### config.mk
export PLATFORM = sky130hd
export DESIGN_NAME = req_debounce_latch8
export DESIGN_NICKNAME = d
export VERILOG_FILES = /design/src/rtl/req_debounce_latch8.sv
export SDC_FILE = /design/constraint.sdc
export NUM_CORES = 1
export LEC_CHECK = 0
export BUFFER_PORTS_ARGS = -buffer_cell sky130_fd_sc_hd__buf_2
export CAP_MARGIN = 25
export CORE_ASPECT_RATIO = 0.5
export CORE_MARGIN = 10
export CORE_UTILIZATION = 45
export DETAILED_ROUTE_END_ITERATION = 8
export PLACE_DENSITY = 0.62
export SYNTH_ARGS = -nofsm -noshare
export SYNTH_HDL_FRONTEND = slang
export SYNTH_SLANG_ARGS = --single-unit
export TNS_END_PERCENT = 5
### constraint.sdc
create_clock -name iClk -period 5.2 [get_ports iClk]
set_input_delay 0.26 -clock iClk [delete_from_list [all_inputs] [get_ports iClk]]
set_output_delay 0.26 -clock iClk [all_outputs]
set_load 0.01 [all_outputs]
### src/rtl/req_debounce_latch8.sv
`default_nettype none
// ============================================================================
// Module   : req_debounce_latch8
// Purpose  : Eight-channel request front end for an 8-3 priority encoder.
//            Each raw active-low request line is passed through a 2-flop
//            synchroniser and a per-channel debouncer. A debounced press
//            (released->pressed) sets a sticky pending bit. The pending bit
//            is held until the consumer acknowledges that channel's code.
//            Pending bits are presented active-low to the encoder.
// Ports    : iClk      - clock, rising edge
//            iRst      - synchronous reset, active-high
//            iReq[7:0] - raw request lines, active-low, asynchronous
//            iEn       - capture enable; low drops newly debounced presses
//            iAckValid - one-cycle strobe clearing pending[iAckCode]
//            iAckCode  - channel index to clear
//            oData     - ~pending, feeds encoder data input
//            oEI       - encoder enable, active-low, registered ~iEn
//            oPendCnt  - number of pending channels, 0..8
//            oOvr      - sticky overrun flag (REQ_OVERRUN_EN only, else 0)
// Options  : define REQ_OVERRUN_EN to build the overrun detector
// Revision : 1.0 - initial release
// ============================================================================
module req_debounce_latch8 #(
  parameter int DEB_CYCLES = 4
) (
  input  logic       iClk,
  input  logic       iRst,
  input  logic [7:0] iReq,
  input  logic       iEn,
  input  logic       iAckValid,
  input  logic [2:0] iAckCode,
  output logic [7:0] oData,
  output logic       oEI,
  output logic [3:0] oPendCnt,
  output logic       oOvr
);

  localparam logic [7:0] CNT_LAST = 8'(DEB_CYCLES - 1);

  logic [7:0] sync1;
  logic [7:0] sync2;
  logic [7:0] pending;
  logic [7:0] fall;
  logic [7:0] press;
  logic [7:0] ack_vec;
  logic [7:0] pending_next;

  // Two-flop synchroniser; reset to the released level.
  always_ff @(posedge iClk) begin
    if (iRst) begin
      sync1 <= 8'hFF;
      sync2 <= 8'hFF;
    end else begin
      sync1 <= iReq;
      sync2 <= sync1;
    end
  end

  // Per-channel debouncer. The stable level flips only after DEB_CYCLES
  // consecutive synchronised samples disagree with it; any agreeing sample
  // restarts the count.
  for (genvar k = 0; k < 8; k++) begin : g_ch
    logic [7:0] cnt;
    logic       stab;

    always_ff @(posedge iClk) begin
      if (iRst) begin
        cnt  <= '0;
        stab <= 1'b1;
      end else if (sync2[k] == stab) begin
        cnt <= '0;
      end else if (cnt == CNT_LAST) begin
        stab <= sync2[k];
        cnt  <= '0;
      end else begin
        cnt <= cnt + 8'd1;
      end
    end

    // Debounced 1->0 change happening on this edge.
    assign fall[k] = (sync2[k] != stab) && (cnt == CNT_LAST) && !sync2[k];
  end

  // Presses completing while capture is disabled are dropped, not deferred.
  assign press   = iEn ? fall : 8'h00;
  assign ack_vec = iAckValid ? (8'h01 << iAckCode) : 8'h00;

  // Clear first, then set: a same-edge press on the acked channel wins.
  assign pending_next = (pending & ~ack_vec) | press;

  always_ff @(posedge iClk) begin
    if (iRst) begin
      pending  <= '0;
      oPendCnt <= '0;
      oEI      <= 1'b1;
    end else begin
      pending  <= pending_next;
      oPendCnt <= 4'($countones(pending_next));
      oEI      <= ~iEn;
    end
  end

  assign oData = ~pending;

`ifdef REQ_OVERRUN_EN
  logic ovr;

  // A press landing on a channel that stays pending (no same-edge ack of it)
  // means an earlier request was never serviced.
  always_ff @(posedge iClk) begin
    if (iRst) begin
      ovr <= 1'b0;
    end else if (|(press & pending & ~ack_vec)) begin
      ovr <= 1'b1;
    end
  end

  assign oOvr = ovr;
`else
  assign oOvr = 1'b0;
`endif

endmodule
`default_nettype wire

==> results.md, run 1 <==
- Status: finished, final reports clean
- Synth async-reset ratio: 0%
- Setup violators final: 0
- TritonRoute pass-1 iters: 4
- All-Layer GR Usage: 11.5%
- Initial core utilization: 47.4%
- Final hold viol count: 0
- Clk_lat worst skew: 0.33 ns
- PwrDens: 307 mW/mm^2
- # diodes: 0
- Total CTS buffers: 9
- Clock transition at path regs: 0.06 ns
- Post-synthesis cell type count: 50
- Post_cts resized: 0
- IO buf count: 27
- Levels on crit path: 14
- Crit Path Max Fanout: 4
- Die X: 157 um
- Max transition margin: 54.7%
- I/O pin count: 29
- DR WL/cell: 12.4 um
- Crit path from: g_ch[3].cnt[0]$_SDFF_PP0_
- CTS tree: done
- Die area: 0.0139 mm^2
- Period minus WS final: 4.05 ns
- Reg2Reg Depth: 14
- Worst R2R Setup Slack: 1.15 ns
- Reg2reg start: g_ch[3].cnt[0]$_SDFF_PP0_
- Routability congestion estimate from global placement: 0.800
- Startpoint Class: flop
- WP buf/inv: 3
- Layout cell share with drive strength beyond 1: 9.18%
- Max incr delay on CP: 0.54 ns
- Worst vdd ir: 0.000162 V
- Setup_tns: 0 ns
- First-pass GRT wire length: 13200 um
- Crit share post-route: 77.9%
- Synthesis warning total: 0
- WL final: 7540 um
- Crit-path cells: ha_1, or4b_4, or4_4, nand2_1, fa_1, inv_1, fa_1, fa_1, inv_1, ha_1, inv_1, fa_1, xor2_1, nor2_1
- Die Ht: 88.6 um
- Syn-to-layout area delta: 12.4%
- F_max: 247 MHz
- Ys flop type: dfxtp_1
- Flops & latches, synth: 101
- Pre-CTS setup slack: 1.17 ns
- Vias per Instance: 5.24
- Area leader, netlist: dfxtp_1
- Initial antenna violation count: 0
- Synthesized area per cell: 9.23 um^2
- Post-detail-place hpwl: 5430 um
- 1st-iter DRT viols: 140
- CP endpoint: oPendCnt[2]$_SDFF_PP0_
- Count leader, synth: dfxtp_1
- Leakage: 1.70 nW
- Critical Path Sink Type: flop
- Drt drc: 0
- Reg-to-Reg End: oPendCnt[2]$_SDFF_PP0_
- Post-synth design cell area: 0.00423 mm^2
- CP Data Required Time: 5.40 ns
- Final Max Slew Viols: 0
- Most frequent CP cell: fa_1
- Post-synthesis sequential area ratio: 47.8%
- Worst EP arrival: 4.25 ns
- EDFF count, synth: 0
- Clk_skew: 0.00447 ns
- Largest net degree at the start of global routing: 36
- Max Root-Sink Buffers: 2
- Max-capacitance violation count: 0
- Syn Inst Count: 458
- Clock sink count: 101
- Final nets: 517
- FP Rows: 24
- Global route overflow: 0
- Vias in the first global route: 2974
- Crit Path Category: reg -> reg
- Post-CTS Hold Buffers: 0
- Worst-Margin Slew: 0.670 ns
- Core ar.: 0.00892 mm^2
- Root Buffer: clkbuf_16
- Post CTS Setup Buffer Count: 0
- ANT nets after route: 0
- Synth top cells by count: 101 x dfxtp_1, 35 x nor2_1, 31 x nand3_1, 26 x inv_1, 25 x or3_1
- CP max stage cell: or4_4
- Min-Delay Path Class: in -> reg
- Top Family by Delay on Critical Path: adder cells
- RSZ-0062 raised after global routing: no
- Final worst slack: 1.15 ns
- Area fraction of the dominant cell type after synthesis: 47.8%
- Net Count, Synth: 488
- H-tree depth: 3
- Synth area leaders: dfxtp_1 48%, xor2_1 3.9%, or3_1 3.7%, nand3_1 3.7%, ha_1 3.3%
- Vias: 3179
[layout by cell type (no fill, tap or decap), types with 9 or more instances in the layout]
cell type and n:
a21oi_1 22, buf_2 27, clkbuf_16 9, dfxtp_1 101
ha_1 11, inv_1 26, nand2_1 24, nand3_1 31
nor2_1 35, o21ai_0 21, o21ai_1 10, or2_1 17
or3_1 25, xnor2_1 11, xor2_1 19
[state kept, by name, indices dropped and copies added (netlist names)]
signal and cells:
g_ch.cnt 64, g_ch.stab 8, oEI 1, oPendCnt 4, pending 8, sync1 8
sync2 8
[cell families after synthesis]
kind of cell	synth area share, %
AND/OR/NAND/NOR	24.9
flip-flops	47.8
AO/OA/AOI/OAI	12.3
buffers and inverters	3.28
XOR/XNOR	6.21
adder cells (fa/ha/maj)	5.15
other	0.0887
multiplexers	0.237
[cell type report]
| class | instances | area [um^2] |
|---|---|---|
| repair buffers | 27 | 135 |
| inverters | 27 | 101 |
| well taps | 117 | 146 |
| clock buffers | 12 | 246 |
| flip-flops and latches | 101 | 2020 |
| fillers | 820 | 4160 |
| clock inverters | 2 | 35.0 |
| multi-input cells | 321 | 2070 |
[how the worst min path moves through the flow]
stage	depth (start not counted)	from	to	slack, ns
3_3_place_gp	1	sync1[0]$_SDFF_PP1_	sync2[0]$_SDFF_PP1_	0.38
5_1_grt	2	iReq[1]	sync1[1]$_SDFF_PP1_	0.1
6_report	2	iReq[5]	sync1[5]$_SDFF_PP1_	0.10
4_1_cts	2	iReq[6]	sync1[6]$_SDFF_PP1_	0.09
2_1_floorplan	1	iReq[0]	sync1[0]$_SDFF_PP1_	0.36
3_5_place_dp	1	sync1[3]$_SDFF_PP1_	sync2[3]$_SDFF_PP1_	0.39
[routing by layer]
layer,wire (um),up-vias,track usage [%]
met3,193,8,3.20
met2,3350,25,19.1
met5,0,-,0
met1,3930,1469,14.4
met4,67,0,3.71
li1,-,1677,-
[stage by stage]
| step | util [%] | hold slack (ns) | instance area (um^2) | power, mW | instances |
|---|---|---|---|---|---|
| floorplan | - | 0.357 | 4230 | 0.824 | 458 |
| global placement | 50.2 | 0.385 | 4470 | 0.837 | 593 |
| detailed placement | 50.2 | 0.389 | 4470 | 0.837 | 593 |
| CTS | 53.3 | 0.0922 | 4750 | 1.48 | 607 |
| global route | 53.3 | 0.0954 | 4750 | 1.52 | 607 |
| finish | 53.3 | 0.102 | 4750 | 1.46 | 607 |
[power by group]
| part | leakage, nW | internal, mW | switching, mW |
|---|---|---|---|
| registers | 0.818 | 0.782 | 0.00468 |
| logic | 0.742 | 0.0126 | 0.0199 |
| clock network | 0.139 | 0.380 | 0.259 |
| total | 1.70 | 1.17 | 0.284 |
Power figures use the tool's default switching activity.
==> run 2: changes to the inputs <==
==> constraint.sdc (replaced) <==
create_clock -name iClk -period 4.21 [get_ports iClk]
set_input_delay 0.2105 -clock iClk [delete_from_list [all_inputs] [get_ports iClk]]
set_output_delay 0.2105 -clock iClk [all_outputs]
set_load 0.01 [all_outputs]
==> results.md, run 2 (synthesis results as in run 1) <==
- # diodes: 0 (unchanged)
- Most frequent cells in the layout: 100 x dfxtp_1, 35 x nor2_1, 31 x nand3_1
- Initial antenna violation count: 0 (unchanged)
- WL final: 7610 um (+0.97%)
- Max transition margin: 55.9% (+1.1 points)
- Post-detail-place hpwl: 5490 um (+1.0%)
- Drt drc: 0 (unchanged)
- Register area: 0.00202 mm^2 (about the same)
- Setup violators final: 0 (unchanged)
- Crit Path Category: reg -> reg
- Crit share post-route: 96.2% (+18 points)
- Area occupied by multi-input gates: 0.00207 mm^2 (+0.24%)
- Die X: 157 um (unchanged)
- Worst vdd ir: 0.000203 V (+25%)
- IO buf count: 27 (unchanged)
- CTS tree: done
- Critical Path Sink Type: flop
- Core ar.: 0.00892 mm^2 (unchanged)
- Largest net degree at the start of global routing: 36 (unchanged)
- Worst R2R Setup Slack: 0.16 ns (-0.99 ns)
- Final nets: 518 (+0.19%)
- Max Root-Sink Buffers: 2 (unchanged)
- Clock sink count: 101 (unchanged)
- Layout cell share with drive strength beyond 1: 9.96% (+0.78 points)
- F_max: 247 MHz (about the same)
- All-Layer GR Usage: 12.0% (+0.46 points)
- Max FFs per register: 64 (unchanged)
- Vias: 3190 (+0.35%)
- Int Pwr: 1.47 mW (+25%)
- Max-capacitance violation count: 0 (unchanged)
- Initial core utilization: 47.4% (unchanged)
- Final Max Slew Viols: 0 (unchanged)
- H-tree depth: 3 (unchanged)
- First-pass GRT wire length: 13600 um (+2.4%)
- TritonRoute pass-1 iters: 4 (unchanged)
- DR WL/cell: 12.5 um (+0.64%)
- Combinational power share: 2.2% (about the same)
- Clock power frac: 44.7% (+0.9 points)
- Number of fill cells in the layout: 807 (-1.6%)
- Most common cell after layout, fill and taps aside: dfxtp_1
- Post-CTS Hold Buffers: 0 (unchanged)
- Crit-path cells: ha_2, or4b_4, or4_4, nand2_1, fa_1, inv_1, fa_1, fa_1, inv_1, ha_1, inv_1, fa_1, xor2_1, nor2_1
- Worst EP arrival: 4.25 ns (about the same)
- Startpoint Class: flop
- Sw frac: 19.5% (+0.087 points)
- I/O pin count: 29 (unchanged)
- Biggest register: g_ch.cnt
- Vias in the first global route: 2973 (-0.034%)
- Period minus WS final: 4.05 ns (-0.00165 ns)
- Global route overflow: 0 (unchanged)
- Die area: 0.0139 mm^2 (unchanged)
- CP max stage cell: or4_4
- Worst-Margin Slew: 0.656 ns (-0.0136 ns)
- 1st-iter DRT viols: 132 (-5.7%)
- ANT nets after route: 0 (unchanged)
- RSZ-0062 raised after global routing: no
- Post CTS Setup Buffer Count: 0 (unchanged)
- Leakage: 1.70 nW (+0.25%)
- Die Ht: 88.6 um (unchanged)
- Total CTS buffers: 9 (unchanged)
- Vias per Instance: 5.24 (about the same)
- Max incr delay on CP: 0.54 ns (about the same)
- Final hold viol count: 0 (unchanged)
- Switching power: 0.357 mW (+26%)
- Clk_lat worst skew: 0.34 ns (about the same)
- Routability congestion estimate from global placement: 0.800 (about the same)
- Root Buffer: clkbuf_16
- Clock transition at path regs: 0.06 ns (about the same)
- Pre-CTS setup slack: 0.117 ns (-1.05 ns)
- Syn-to-layout area delta: 13.0%
- Min-Delay Path Class: in -> reg
- Setup_tns: 0 ns (unchanged)
- Status: finished, final reports clean
- CP Data Required Time: 4.41 ns (-0.99 ns)
- Most frequent CP cell: fa_1
- Seq pwr share: 53.1% (-0.8 points)
- Final worst slack: 0.160 ns (-0.988 ns)
- Crit Path Max Fanout: 4 (unchanged)
- FP Rows: 24 (unchanged)
- PwrDens: 383 mW/mm^2 (+25%)
- Clk_skew: 0.00388 ns (-0.000591 ns)
==> run 2: changes by cell type in the layout (fill, tap and decap cells not counted), sizes merged <==
cell and change:
buf +1, clkbuf +2, clkinv -1
==> run 2: worst paths after layout <==
kind	startpoint	end	cells after the start
worst max register to register	g_ch[0].cnt[0]$_SDFF_PP0_	oPendCnt[2]$_SDFF_PP0_	14
worst min-delay path	iReq[7]	sync1[7]$_SDFF_PP1_	2
worst max-delay path	g_ch[0].cnt[0]$_SDFF_PP0_	oPendCnt[2]$_SDFF_PP0_	14
worst min register to register	sync1[3]$_SDFF_PP1_	sync2[3]$_SDFF_PP1_	1
==> run 2: power groups by stage <==
stage                     registers [mW]  logic [mW]  clock network [mW]
after detailed placement           0.993      0.0409                   0
final                              0.971      0.0406               0.817
after global routing               0.972      0.0466               0.884
after global placement             0.993      0.0407                   0
after CTS                          0.971      0.0413               0.841
after floorplan                    0.992      0.0261                   0
==> run 2: layout make-up <==
class	count	area share [%]
tap	117	3.06
clock inverter	1	0.628
clock buffer	14	5.52
multi-input combinational	321	43.4
timing repair buffer	28	2.98
sequential	101	42.3
inverter	27	2.12
==> run 2: per-layer routing <==
metal	global-route usage, %	share of wire [%]	routed length [um]
met5	0	0	0
met2	19.1	43	3300
met1	15.1	52	3980
met4	4.13	1.5	113
met3	3.92	2.9	217
==> run 2: worst max-delay path: cells and delay by family (launching register included) <==
| kind | cells | cell delay (ns) |
|---|---|---|
| buf+inv | 3 | 0.23 |
| xor+xnor | 1 | 0.13 |
| flops | 1 | 0.36 |
| fa+ha+maj | 6 | 2.01 |
| simple gates | 4 | 1.19 |
==> run 2: through the flow <==
stage	utilization (%)	hold slack, ns	power, mW	std cells	area, um^2
floorplan	-	0.308	1.02	458	4230
global placement	50.2	0.385	1.03	594	4480
detailed placement	50.2	0.388	1.03	594	4480
CTS	53.5	0.0343	1.85	609	4770
global route	53.6	0.0377	1.90	609	4780
finish	53.6	0.0451	1.83	609	4780
==> run 2: repair_timing <==
| action | 4_1_cts | 5_1_grt |
|---|---|---|
| endpoints found under the setup margin | 0 | 2 |
| resized for setup | 0 | 3 |
| endpoints found under the hold margin | 0 | 0 |
==> run 3: changes to the inputs <==
--- a/config.mk
+++ b/config.mk
@@ -9,9 +9,9 @@
 export CAP_MARGIN = 25
 export CORE_ASPECT_RATIO = 0.5
 export CORE_MARGIN = 10
-export CORE_UTILIZATION = 45
+export CORE_UTILIZATION = 41
 export DETAILED_ROUTE_END_ITERATION = 8
-export PLACE_DENSITY = 0.62
+export PLACE_DENSITY = 0.58
 export SYNTH_ARGS = -nofsm -noshare
 export SYNTH_HDL_FRONTEND = slang
 export SYNTH_SLANG_ARGS = --single-unit
==> results.md, run 3 (synthesis results as in run 1) <==
- Most frequent cells in the layout: 100 x dfxtp_1, 35 x nor2_1, 31 x nand3_1
- Clock power frac: 44.4% (-0.3 points)
- Max transition margin: 55.4% (-0.50 points)
- Setup_tns: 0 ns (unchanged)
- Worst vdd ir: 0.000190 V (-6.4%)
- Vias in the first global route: 2905 (-2.3%)
- Root Buffer: clkbuf_16
- 1st-iter DRT viols: 115 (-13%)
- Crit Path Category: reg -> reg
- Worst EP arrival: 4.22 ns (-0.03 ns)
- Layout cell share with drive strength beyond 1: 10.2% (+0.24 points)
- Crit path from: g_ch[0].cnt[0]$_SDFF_PP0_
- Vias per Instance: 5.05 (-3.6%)
- Global route overflow: 0 (unchanged)
- CTS tree: done
- Placed Instances: 617 (+3.9%)
- Most frequent CP cell: fa_1
- Reg2reg start: g_ch[0].cnt[0]$_SDFF_PP0_
- CP Data Required Time: 4.41 ns (about the same)
- WL final: 7820 um (+2.7%)
- Max Root-Sink Buffers: 2 (unchanged)
- Final worst slack: 0.190 ns (+0.0298 ns)
- Clk_skew: 0.00375 ns (-0.000130 ns)
- I/O pin count: 29 (unchanged)
- Final hold viol count: 0 (unchanged)
- Switching power: 0.357 mW (-0.19%)
- Final nets: 518 (unchanged)
- Largest net degree at the start of global routing: 36 (unchanged)
- DP Area: 0.00451 mm^2 (+0.64%)
- Max FFs per register: 64 (unchanged)
- Initial core utilization: 41.8% (-5.6 points)
- Setup violators final: 0 (unchanged)
- Most common cell after layout, fill and taps aside: dfxtp_1
- Worst hold slack: 0.0481 ns (+0.00307 ns)
- PwrDens: 378 mW/mm^2 (-1.2%)
- Routability congestion estimate from global placement: 0.805 (+0.57%)
- CP max stage cell: or4_4
- Max-capacitance violation count: 0 (unchanged)
- Post-CTS Hold Buffers: 0 (unchanged)
- Reg-to-Reg End: oPendCnt[2]$_SDFF_PP0_
- Clock transition at path regs: 0.06 ns (about the same)
- H-tree depth: 3 (unchanged)
- Total CTS buffers: 9 (unchanged)
- Critical Path Sink Type: flop
- Crit share post-route: 95.5% (-0.71 points)
- Crit Path Max Fanout: 4 (unchanged)
- Int Pwr: 1.46 mW (-0.59%)
- First-pass GRT wire length: 13300 um (-2.2%)
- Vias: 3180 (-0.31%)
- Status: finished, final reports clean
- Period minus WS final: 4.02 ns (-0.0298 ns)
- Post-Route Utilization: 47.6% (-6.0 points)
- # diodes: 0 (unchanged)
- Crit-path cells: ha_2, or4b_4, or4_4, nand2_1, fa_1, inv_1, fa_1, fa_1, inv_1, ha_1, inv_1, fa_1, xor2_1, nor2_1
- Pre-CTS setup slack: 0.137 ns (+0.0191 ns)
- Reg2Reg Depth: 14 (unchanged)
- Post-detail-place hpwl: 5590 um (+1.8%)
- Sw frac: 19.6% (+0.063 points)
- Syn-to-layout area delta: 13.8%
- ANT nets after route: 0 (unchanged)
- Max incr delay on CP: 0.53 ns (about the same)
- TritonRoute pass-1 iters: 4 (unchanged)
- FP Rows: 26 (+8.3%)
- Final Max Slew Viols: 0 (unchanged)
- Biggest register: g_ch.cnt
- Combinational power share: 2.2% (about the same)
- DR WL/cell: 12.4 um (-0.77%)
- Worst-Margin Slew: 0.663 ns (+0.00743 ns)
- Final Instance Count excl. Fillers: 630 (+3.4%)
- CP endpoint: oPendCnt[2]$_SDFF_PP0_
- Clock sink count: 101 (unchanged)
- Seq pwr share: 53.4% (+0.3 points)
- All-Layer GR Usage: 10.7% (-1.3 points)
- Initial antenna violation count: 0 (unchanged)
- RSZ-0062 raised after global routing: no
- Startpoint Class: flop
- Die Ht: 91.8 um (+3.7%)
- Die area: 0.0150 mm^2 (+8.0%)
- Worst R2R Setup Slack: 0.19 ns (+0.03 ns)
- F_max: 249 MHz (+0.74%)
- IO buf count: 27 (unchanged)
- Clk_lat worst skew: 0.33 ns (about the same)
- Power, Total: 1.82 mW (-0.51%)
- Finished Cell Area: 0.00481 mm^2 (+0.68%)
- Die X: 164 um (+4.2%)
- Core ar.: 0.0101 mm^2 (+13%)
- Leakage: 1.70 nW (about the same)
- Min-Delay Path Class: in -> reg
- Drt drc: 0 (unchanged)
-- run 3: layout make-up --
type | instances | area, um^2
clock buffers | 11 | 253
flip-flops and latches | 101 | 2020
clock inverters | 2 | 35.0
well taps | 140 | 175
fillers | 950 | 5300
repair buffers | 28 | 143
multi-input cells | 321 | 2080
inverters | 27 | 101
-- run 3: timing repair --
| action | 4_1_cts | 5_1_grt |
|---|---|---|
| setup buffers | 0 | 0 |
| resized for setup | 0 | 4 |
| setup endpoints to repair | 0 | 1 |
-- run 3: worst min path at each step --
stage                   startpoint             endpoint  slack, ns  cells after the start
3_3_place_gp   sync1[0]$_SDFF_PP1_  sync2[0]$_SDFF_PP1_       0.38                      1
4_1_cts                    iReq[6]  sync1[6]$_SDFF_PP1_       0.04                      2
5_1_grt                    iReq[3]  sync1[3]$_SDFF_PP1_       0.04                      2
3_5_place_dp   sync1[5]$_SDFF_PP1_  sync2[5]$_SDFF_PP1_       0.39                      1
6_report                   iReq[6]  sync1[6]$_SDFF_PP1_       0.05                      2
2_1_floorplan              iReq[0]  sync1[0]$_SDFF_PP1_       0.31                      1
-- run 3: per-layer routing --
| metal | up-vias | routed length, um | global-route usage, % |
|---|---|---|---|
| met2 | 28 | 3530 | 17.1 |
| met5 | - | 0 | 0 |
| met4 | 0 | 85 | 3.11 |
| li1 | 1678 | - | - |
| met1 | 1468 | 3990 | 13.4 |
| met3 | 6 | 208 | 3.66 |
-- run 3: power by group through the flow --
stage               sequential [mW]  combinational, mW  clock [mW]
floorplan                     0.992             0.0261           0
global placement              0.993             0.0409           0
detailed placement            0.993             0.0410           0
CTS                           0.971             0.0410       0.838
global route                  0.972             0.0461       0.870
finish                        0.972             0.0406       0.808
-- run 3: worst max-delay path, delay by kind of cell (launching register included) --
kind          cells  cell delay [ns]
fa+ha+maj         6             2.01
xor+xnor          1             0.14
buf+inv           3             0.21
flops             1             0.36
simple gates      4             1.17
